[src/rtl/fft_pkg.sv]
// Shared types and arithmetic helpers for the streaming FFT datapath.
package fft_pkg;

  localparam int DEFAULT_DATA_WIDTH = 16;
  // Widest component width the butterfly helper can carry.
  localparam int MAX_WIDTH = 32;

  typedef struct packed {
    logic signed [DEFAULT_DATA_WIDTH-1:0] re;
    logic signed [DEFAULT_DATA_WIDTH-1:0] im;
  } cplx_t;

  // (a +/- b) >>> 1 with one guard bit, so the halved result always fits the input range.
  function automatic logic signed [MAX_WIDTH-1:0] half_addsub(
    input logic signed [MAX_WIDTH-1:0] a,
    input logic signed [MAX_WIDTH-1:0] b,
    input logic                        sub
  );
    logic signed [MAX_WIDTH:0] wide;
    wide = sub ? ((MAX_WIDTH+1)'(a) - (MAX_WIDTH+1)'(b))
               : ((MAX_WIDTH+1)'(a) + (MAX_WIDTH+1)'(b));
    return MAX_WIDTH'(wide >>> 1);
  endfunction

endpackage

[src/rtl/sdf_delay_line.sv]
// Feedback delay line of an SDF stage: a DELAY-deep register shift chain of complex samples.
module sdf_delay_line #(
  parameter int DATA_WIDTH = 16,
  parameter int DELAY      = 4
) (
  input  logic                  clk,
  input  logic                  rst,
  input  logic                  shift_en,
  input  logic [DATA_WIDTH-1:0] wr_real,
  input  logic [DATA_WIDTH-1:0] wr_imag,
  output logic [DATA_WIDTH-1:0] rd_real,
  output logic [DATA_WIDTH-1:0] rd_imag
);

  logic [DATA_WIDTH-1:0] re_q [DELAY];
  logic [DATA_WIDTH-1:0] im_q [DELAY];

  // NOTE: every entry is reset because the head is emitted as a difference after
  // a reset; the primed flag suppresses it, but zeroed storage keeps outputs deterministic.
  always_ff @(posedge clk or posedge rst) begin
    if (rst) begin
      for (int i = 0; i < DELAY; i++) begin
        re_q[i] <= '0;
        im_q[i] <= '0;
      end
    end else if (shift_en) begin
      // NOTE: non-blocking assignments make every stage read its neighbour's old value.
      re_q[0] <= wr_real;
      im_q[0] <= wr_imag;
      for (int i = 1; i < DELAY; i++) begin
        re_q[i] <= re_q[i-1];
        im_q[i] <= im_q[i-1];
      end
    end
  end

  assign rd_real = re_q[DELAY-1];
  assign rd_imag = im_q[DELAY-1];

endmodule

[src/rtl/r2sdf_stage.sv]
// Radix-2 single-path delay-feedback butterfly stage: sums leave immediately,
// halved differences recirculate through the delay line and leave one half-frame later.
module r2sdf_stage
  import fft_pkg::*;
#(
  parameter int DATA_WIDTH = DEFAULT_DATA_WIDTH,
  parameter int DELAY      = 4
) (
  input  logic                  clk,
  input  logic                  rst,
  input  logic                  in_valid,
  input  logic [DATA_WIDTH-1:0] in_real,
  input  logic [DATA_WIDTH-1:0] in_imag,
  output logic                  out_valid,
  output logic [DATA_WIDTH-1:0] out_real,
  output logic [DATA_WIDTH-1:0] out_imag
);

  localparam int   CNT_W   = $clog2(2 * DELAY);
  localparam logic PH_FILL = 1'b0;
  localparam logic PH_BFLY = 1'b1;

  logic [CNT_W-1:0]      cnt_q, cnt_d;
  logic                  primed_q, primed_d;
  logic                  out_valid_q, out_valid_d;
  logic [DATA_WIDTH-1:0] out_re_q, out_re_d;
  logic [DATA_WIDTH-1:0] out_im_q, out_im_d;

  logic                  phase;
  logic [DATA_WIDTH-1:0] head_re, head_im;
  logic [DATA_WIDTH-1:0] wr_re, wr_im;
  logic signed [MAX_WIDTH-1:0] x_re_w, x_im_w, d_re_w, d_im_w;

  // 2*DELAY is a power of two, so the counter MSB is exactly cnt >= DELAY.
  assign phase = cnt_q[CNT_W-1];

  sdf_delay_line #(
    .DATA_WIDTH (DATA_WIDTH),
    .DELAY      (DELAY)
  ) u_delay (
    .clk      (clk),
    .rst      (rst),
    .shift_en (in_valid),
    .wr_real  (wr_re),
    .wr_imag  (wr_im),
    .rd_real  (head_re),
    .rd_imag  (head_im)
  );

  assign x_re_w = MAX_WIDTH'($signed(in_real));
  assign x_im_w = MAX_WIDTH'($signed(in_imag));
  assign d_re_w = MAX_WIDTH'($signed(head_re));
  assign d_im_w = MAX_WIDTH'($signed(head_im));

  // NOTE: every signal driven here gets a default first, so no latch can be inferred.
  always_comb begin
    cnt_d       = cnt_q;
    primed_d    = primed_q;
    out_valid_d = 1'b0;
    out_re_d    = out_re_q;
    out_im_d    = out_im_q;
    wr_re       = in_real;
    wr_im       = in_imag;
    if (in_valid) begin
      cnt_d       = cnt_q + CNT_W'(1);
      out_valid_d = (phase == PH_BFLY) || primed_q;
      if (phase == PH_BFLY) begin
        primed_d = 1'b1;
        out_re_d = DATA_WIDTH'(half_addsub(d_re_w, x_re_w, 1'b0));
        out_im_d = DATA_WIDTH'(half_addsub(d_im_w, x_im_w, 1'b0));
        wr_re    = DATA_WIDTH'(half_addsub(d_re_w, x_re_w, 1'b1));
        wr_im    = DATA_WIDTH'(half_addsub(d_im_w, x_im_w, 1'b1));
      end else begin
        out_re_d = head_re;
        out_im_d = head_im;
      end
    end
  end

  always_ff @(posedge clk or posedge rst) begin
    if (rst) begin
      cnt_q       <= '0;
      primed_q    <= 1'b0;
      out_valid_q <= 1'b0;
      out_re_q    <= '0;
      out_im_q    <= '0;
    end else begin
      cnt_q       <= cnt_d;
      primed_q    <= primed_d;
      out_valid_q <= out_valid_d;
      out_re_q    <= out_re_d;
      out_im_q    <= out_im_d;
    end
  end

  assign out_valid = out_valid_q;
  assign out_real  = out_re_q;
  assign out_imag  = out_im_q;

endmodule

[config.mk]
export PLATFORM = sky130hd
export DESIGN_NAME = r2sdf_stage
export DESIGN_NICKNAME = d
export VERILOG_FILES = /design/src/rtl/fft_pkg.sv /design/src/rtl/sdf_delay_line.sv /design/src/rtl/r2sdf_stage.sv
export SDC_FILE = /design/constraint.sdc
export NUM_CORES = 1
export LEC_CHECK = 0
export ABC_CLOCK_PERIOD_IN_PS = 9300
export BUFFER_PORTS_ARGS = -buffer_cell sky130_fd_sc_hd__buf_2
export CORE_ASPECT_RATIO = 1.5
export CORE_UTILIZATION = 55
export CTS_CLUSTER_SIZE = 40
export DETAILED_ROUTE_END_ITERATION = 7
export PLACE_DENSITY = 0.73
export REMOVE_ABC_BUFFERS = 1
export SLEW_MARGIN = 30
export SYNTH_ARGS = -nofsm -noshare
export SYNTH_HDL_FRONTEND = slang
export SYNTH_HIERARCHICAL = 1
export SYNTH_SLANG_ARGS = --single-unit
export TNS_END_PERCENT = 50
[constraint.sdc]
create_clock -name clk -period 9.3 [get_ports clk]
set_input_delay 0.93 -clock clk [delete_from_list [all_inputs] [get_ports clk]]
set_output_delay 0.93 -clock clk [all_outputs]
set_load 0.005 [all_outputs]
==> metrics.md, run 1 <==
| Metric | Value |
|---|---|
| Status | `complete, but fails checks` |
| Failing checks | `DRC` |
| Worst Clk Skew | `0.00962 ns` |
| Max-Cap Viols | `0` |
| Post-synth EDFFs | `0` |
| Post-synthesis sequential area ratio | `41.2%` |
| Number of setup buffers added after CTS | `0` |
| CP arrival | `3.53 ns` |
| Core Box Area | `0.0179 sq mm` |
| Layout net count | `1070` |
| Slew HR | `40.5%` |
| Main combinational cell family by area after synthesis | `multiplexers` |
| DPL Wire Length | `13.8 mm` |
| Hold Path Class | `flop to flop` |
| CTS sink cnt | `165` |
| Initial DRC count | `255` |
| Cells after Synth | `963` |
| GRT Util Overall | `22.8%` |
| Least-Margin Pin Slew | `0.889 ns` |
| Final hold vios | `0` |
| Drt pass-1 iters | `6` |
| Initial Util | `56.1%` |
| Syn-to-layout area delta | `7.61%` |
| Crit share post-route | `34.6%` |
| Final Util | `60.4%` |
| Final setup vio count | `0` |
| Initial antenna violation count | `0` |
| Io pins | `68` |
| Post-synthesis xor/xnor area fraction | `2.79%` |
| Diode count | `0` |
| Gpl congestion | `around 0.84` |
| Max Slew Vio Count | `0` |
| First-pass GRT wire length | `34.0 mm` |
| WL final | `20.1 mm` |
| Fmax | `311 MHz` |
| Ys flop type | `dfrtp_1` |
| VDD IR-drop max | `0.154 mV` |
| CTS max path bufs | `2` |
| Synthesized cell area | `0.0100 sq mm` |
| Post-synth top area share | `41.2%` |
| Num rows | `60` |
| Main area contributors after synthesis | `dfrtp_1 41%, mux2_2 15%, ha_1 7.6%` |
| Req. time, crit path | `9.62 ns` |
| Vias in the first global route | `6965` |
| Share of post-route cells with drive strength above 1 | `25.3%` |
| CTS tree | `yes` |
| Pwr dens | `349 mW/mm^2` |
| Largest net degree at the start of global routing | `93` |
| CTS Root Cell | `clkbuf_16` |
| Warnings from Yosys | `6` |
| Leak Pwr | `0.00499 uW` |
| RSZ-0062 raised after global routing | `false` |
| Vias/cell | `5.73` |
| Synth Area in Compound Gates | `15.2%` |
| Ys async rst share | `100%` |
| Startpoint types | `input port` |
| WL per Instance | `16.7 um` |
| DRC errors left | `4` |
| Clock transition at path regs | `0.06 ns` |
| Post-Synth Adder-Cell Area | `under 10%` |
| Post-DRT Antenna Nets | `0` |
| Final total power | `3760 uW` |
| # hold bufs at CTS | `0` |
| Synth Area in Simple Gates | `8.51%` |
| Post-synthesis register bit count | `165` |
| Clk_lat worst skew | `0.43 ns` |
| Setup TNS | `0 ns` |
| Grt ovf | `0` |
| CP Max Fanout | `4` |
| Clock buffers created by TritonCTS | `17` |
| Full die area | `around 0.019 sq mm` |
| Crit end category | `flop` |
| Post-CTS sizing | `0` |
| Die Wd | `112 um` |
| Post-Syn Area per Cell | `10.4 sq um` |
| Mux share of post-synthesis cell area | `~16%` |
| Largest area contributor in the netlist | `dfrtp_1` |
| Final Critical Period | `3.21 ns` |
| Die H | `167 um` |
| Buffers added on ports | `67` |
| Library cells used by synthesis | `66` |
| Vias | `6875` |
| Crit Path Category | `input port to flop` |
| H-tree depth | `4` |
-- cell type report --
| type | count | area (sq um) |
|---|---|---|
| multi-input cells | 643 | 5070 |
| inverters | 71 | 273 |
| flip-flops and latches | 165 | 4130 |
| clock buffers | 22 | 464 |
| repair buffers | 72 | 379 |
| clock inverters | 9 | 199 |
| well taps | 217 | 272 |
| fillers | 1503 | 7080 |
-- per-layer routing --
layer | vias up | track usage [%] | routed length [um]
met2 | 116 | 41.6 | 10700
met4 | 0 | 8.87 | 484
li1 | 3367 | - | -
met3 | 35 | 3.76 | 564
met5 | - | 0 | 0
met1 | 3357 | 26.4 | 8270
-- through the flow --
step	area [sq um]	std cells	hold slack [ns]	worst slack [ns]
after floorplan	9470	879	0.436	4.96
after global placement	10100	1168	0.456	5.63
after detailed placement	10100	1168	0.464	5.59
after CTS	10800	1199	0.477	6.04
after global routing	10800	1199	0.490	5.82
final	10800	1199	0.470	6.09
-- critical path: stages --
cell and delay, ns:
buf_2 0.15, inv_1 0.08, ha_1 0.29, inv_1 0.04, o21bai_1 0.17, a21oi_2 0.11, o2111a_1 0.35, o31ai_1 0.51
o31ai_2 0.12, mux2i_1 0.14, a2111o_1 0.38, mux2_2 0.26
-- power by group --
group	internal, uW	leakage [uW]	switching, uW
logic	799	0.00272	886
registers	1060	0.00195	221
clock network	516	0.000324	277
-- path summary, 6_finish.rpt --
check	start	endpoint	slack (ns)	cells after the start
setup / recovery	in_real[1]	u_delay/re_q[62]$_DFFE_PP0P_	6.09	12
hold / removal	out_imag[5]$_DFFE_PP0P_	out_imag[5]$_DFFE_PP0P_	0.47	1
setup reg to reg	u_delay/rd_real[0]$_DFFE_PP0P_	u_delay/re_q[63]$_DFFE_PP0P_	6.28	11
hold reg to reg	out_imag[5]$_DFFE_PP0P_	out_imag[5]$_DFFE_PP0P_	0.47	1
max in group asynchronous	rst	u_delay/im_q[30]$_DFFE_PP0P_	7.55	3
min in group asynchronous	rst	u_delay/re_q[38]$_DFFE_PP0P_	0.64	2
-- Yosys cell counts, types with 4 or more instances --
cell type and n:
buf_6 6, and3_1 4, nor3_1 15, mux2i_1 8, a21o_1 22, nand3b_1 5
clkbuf_1 34, buf_4 32, o21ai_1 5, inv_1 71, a22oi_1 7, a311oi_1 5
o21bai_1 9, ha_1 61, nor2b_1 9, buf_1 4, a221o_1 5, nand2b_1 5
nand2_1 39, o21a_1 10, o211ai_1 6, or3_1 9, nand3_1 15, xnor2_1 26
fa_1 4, a21oi_1 59, clkbuf_8 8, mux2_2 132, dfrtp_1 165, nor2_1 60
o31ai_1 13, o21ai_0 48, a211oi_1 6, xor2_1 6
-- cells by family after synthesis --
group                      count (synthesis)
xor gates and xnor gates                  32
and+or+nand+nor                          176
adders and majority gates                 65
buffers and inverters                    155
DFF                                      165
muxes                                    140
AOI/OAI and AO/OA                        230
-- sequential cells by signal (all words and copies together) (netlist names) --
signal,cells
cnt_q,3
out_imag,16
out_real,16
out_valid,1
primed_q,1
u_delay/im_q,48
u_delay/rd_imag,16
u_delay/rd_real,16
u_delay/re_q,48
-- placed cells by master, fill, tap and decap left out, types with 3 or more instances in the layout --
cell	n
o21ai_1	5
mux2_2	132
a31oi_1	3
dfrtp_1	164
nor3_1	15
clkbuf_1	3
o31ai_1	13
and2_1	3
a311oi_1	5
nor2_1	60
xor2_1	6
or4_1	3
bufinv_16	6
ha_1	61
or3_1	9
a221o_1	5
buf_4	5
inv_1	69
nand2_1	38
fa_1	4
a211oi_1	6
nor2b_1	9
buf_2	66
clkbuf_16	17
xnor2_1	26
a31o_2	3
o21a_1	10
mux2i_1	8
o211ai_1	6
a22oi_1	7
nand2b_1	5
o21bai_1	9
nand3_1	15
a21oi_1	59
and3_1	4
clkinv_2	3
o21ai_0	48
nor4_1	3
nand3b_1	5
a21o_1	22
Power figures use the tool's default switching activity.
==> run 2: changes to the inputs <==
--- a/config.mk
+++ b/config.mk
@@ -5,13 +5,13 @@
 export SDC_FILE = /design/constraint.sdc
 export NUM_CORES = 1
 export LEC_CHECK = 0
-export ABC_CLOCK_PERIOD_IN_PS = 9300
+export ABC_CLOCK_PERIOD_IN_PS = 2700
 export BUFFER_PORTS_ARGS = -buffer_cell sky130_fd_sc_hd__buf_2
 export CORE_ASPECT_RATIO = 1.5
 export CORE_UTILIZATION = 55
 export CTS_CLUSTER_SIZE = 40
 export DETAILED_ROUTE_END_ITERATION = 7
-export PLACE_DENSITY = 0.73
+export PLACE_DENSITY = 0.75
 export REMOVE_ABC_BUFFERS = 1
 export SLEW_MARGIN = 30
 export SYNTH_ARGS = -nofsm -noshare
==> constraint.sdc (replaced) <==
create_clock -name clk -period 2.7 [get_ports clk]
set_input_delay 0.27 -clock clk [delete_from_list [all_inputs] [get_ports clk]]
set_output_delay 0.27 -clock clk [all_outputs]
set_load 0.005 [all_outputs]
==> run 2 against run 1 <==
  * The flow finishes with violations (DRC, hold timing, setup timing)
  * Global-route usage increased by 0.94 points
  * Critical path depth stayed put
  * Sequential share of layout area down 2.0 points
  * Utilization increased by 3.2 points
  * Critical path type is now flop to flop
  * Largest cell class unchanged
  * Largest power group unchanged
==> metrics.md, run 2 (synthesis results as in run 1) <==
| Metric | Value |
|---|---|
| Regs by FF count | `u_delay/im_q x48, u_delay/re_q x48` |
| Pwr dens | `1200 mW/mm^2` |
| Final worst setup slack | `-0.0167 ns` |
| Crit share post-route | `101%` |
| Commonest non-fill, non-tap cells in the layout | `164 x dfrtp_1, 131 x mux2_2, 69 x inv_1` |
| Die H | `167 um` |
| CTS Root Cell | `clkbuf_16` |
| Setup TNS | `-0.0289 ns` |
| DRC errors left | `5` |
| Crit end category | `flop` |
| Full die area | `0.0188 sq mm` |
| CTS sink cnt | `165` |
| Diode count | `0` |
| RSZ-0062 raised after global routing | `true` |
| Vias/cell | `5.73` |
| Final Critical Period | `2.72 ns` |
| Startpoint types | `flop` |
| Commonest non-fill, non-tap cell in the layout | `dfrtp_1` |
| Failing checks | `DRC, hold timing, setup timing` |
| Final Util | `roughly 64%` |
| Initial DRC count | `around 320` |
| Num rows | `60` |
| DPL Wire Length | `14.8 mm` |
| Least-Margin Pin Slew | `0.909 ns` |
| Grt ovf | `0` |
| Clock transition at path regs | `around 0.06 ns` |
| Final setup vio count | `2` |
| Req. time, crit path | `between 3 and 4 ns` |
| GRT Util Overall | `approximately a quarter` |
| WL per Instance | `16.7 um` |
| Clock buffers created by TritonCTS | `17` |
| Clk_lat worst skew | `0.43 ns` |
| Buffers added on ports | `67` |
| Initial Util | `56.1%` |
| Leak Pwr | `between 0.005 and 0.006 uW` |
| H-tree depth | `4` |
| Crit Path Category | `flop to flop` |
| VDD IR-drop max | `0.774 mV` |
| Die Wd | `112 um` |
| Worst Clk Skew | `0.0103 ns` |
| Hold Path Class | `input port to async pin` |
| First-pass GRT wire length | `35.2 mm` |
| Final hold vios | `19` |
| CTS tree | `yes` |
| Max-Cap Viols | `0` |
| WHS | `-0.0290 ns` |
| Initial antenna violation count | `0` |
| Max Slew Vio Count | `0` |
| Core Box Area | `0.0179 sq mm` |
| Slew HR | `39.4%` |
| Post-DRT Antenna Nets | `0` |
| # hold bufs at CTS | `0` |
| Vias | `approximately 7200` |
| Share of post-route cells with drive strength above 1 | `roughly 32%` |
| Drt pass-1 iters | `7` |
| Vias in the first global route | `7363` |
| Worst R2R Start | `u_delay/rd_real[0]$_DFFE_PP0P_` |
| Final total power | `roughly 14000 uW` |
| Largest net degree at the start of global routing | `157` |
| CP arrival | `3.03 ns` |
| Status | `complete, but fails checks` |
| CP Max Fanout | `3` |
| Io pins | `68` |
| WL final | `21.1 mm` |
| Worst Setup SP | `u_delay/rd_real[0]$_DFFE_PP0P_` |
| Fmax | `368 MHz` |
| Syn-to-layout area delta | `13.4%` |
| Gpl congestion | `between 0.8 and 0.9` |
| Layout net count | `between 1000 and 1500` |
| CTS max path bufs | `2` |
## run 2: worst max-delay path, cell delays in order, from the launching register on
cell	delay (ns)
dfrtp_1	0.38
and2b_1	0.23
fa_2	0.23
nor2b_4	0.05
o21ai_2	0.17
a21boi_2	0.10
o21ai_2	0.24
buf_6	0.15
a211oi_2	0.06
o21a_1	0.19
or3_1	0.30
a31o_2	0.25
mux2_4	0.25
## run 2: repair_timing
| action | CTS | global route |
|---|---|---|
| buffers inserted | 4 | 3 |
| pin swaps | 7 | 16 |
| resized for setup | 13 | 25 |
| setup endpoints to repair | 9 | 19 |
## run 2: final cells by class
| cell class | count | area, sq um |
|---|---|---|
| Fill cell | 1426 | 6490 |
| Multi-Input combinational cell | 643 | 5230 |
| Sequential cell | 165 | 4130 |
| Timing Repair Buffer | 133 | 870 |
| Clock buffer | 19 | 453 |
| Tap cell | 217 | 272 |
| Inverter | 71 | 270 |
| Clock inverter | 13 | 146 |
## run 2: power by group
part           switching [uW]  internal, uW
logic                    3390          3360
registers                 752          3660
clock network            1030          1420
total                    5160          8440
## run 2: path summary, 6_finish.rpt
path	endpoint	slack [ns]	depth (start not counted)
setup / recovery	u_delay/re_q[57]$_DFFE_PP0P_	-0.02	12
hold / removal	out_real[7]$_DFFE_PP0P_	-0.03	2
setup reg to reg	u_delay/re_q[57]$_DFFE_PP0P_	-0.02	12
hold reg to reg	primed_q$_DFFE_PP0P_	0.47	1
max in group asynchronous	u_delay/re_q[50]$_DFFE_PP0P_	1.88	3
min in group clk	out_real[14]$_DFFE_PP0P_	0.11	2
## run 2: metal layers
| metal | vias to the layer above | GRT usage (%) | part of all wire, % |
|---|---|---|---|
| met2 | 143 | 42.2 | 53 |
| met5 | - | 0 | 0 |
| met4 | 0 | 10.4 | 3.4 |
| met3 | 53 | 4.99 | 3.8 |
| li1 | 3504 | - | - |
| met1 | 3522 | 27.3 | 40 |
## run 2: metrics by stage
| step | instance area, sq um | instances | setup slack (ns) |
|---|---|---|---|
| final | 11400 | 1261 | -0.0167 |
| after floorplan | 9470 | 879 | -0.983 |
| after CTS | 11200 | 1258 | -0.0133 |
| after global placement | 10600 | 1222 | -0.144 |
| after detailed placement | 10600 | 1222 | -0.171 |
| after global routing | 11400 | 1261 | -0.162 |
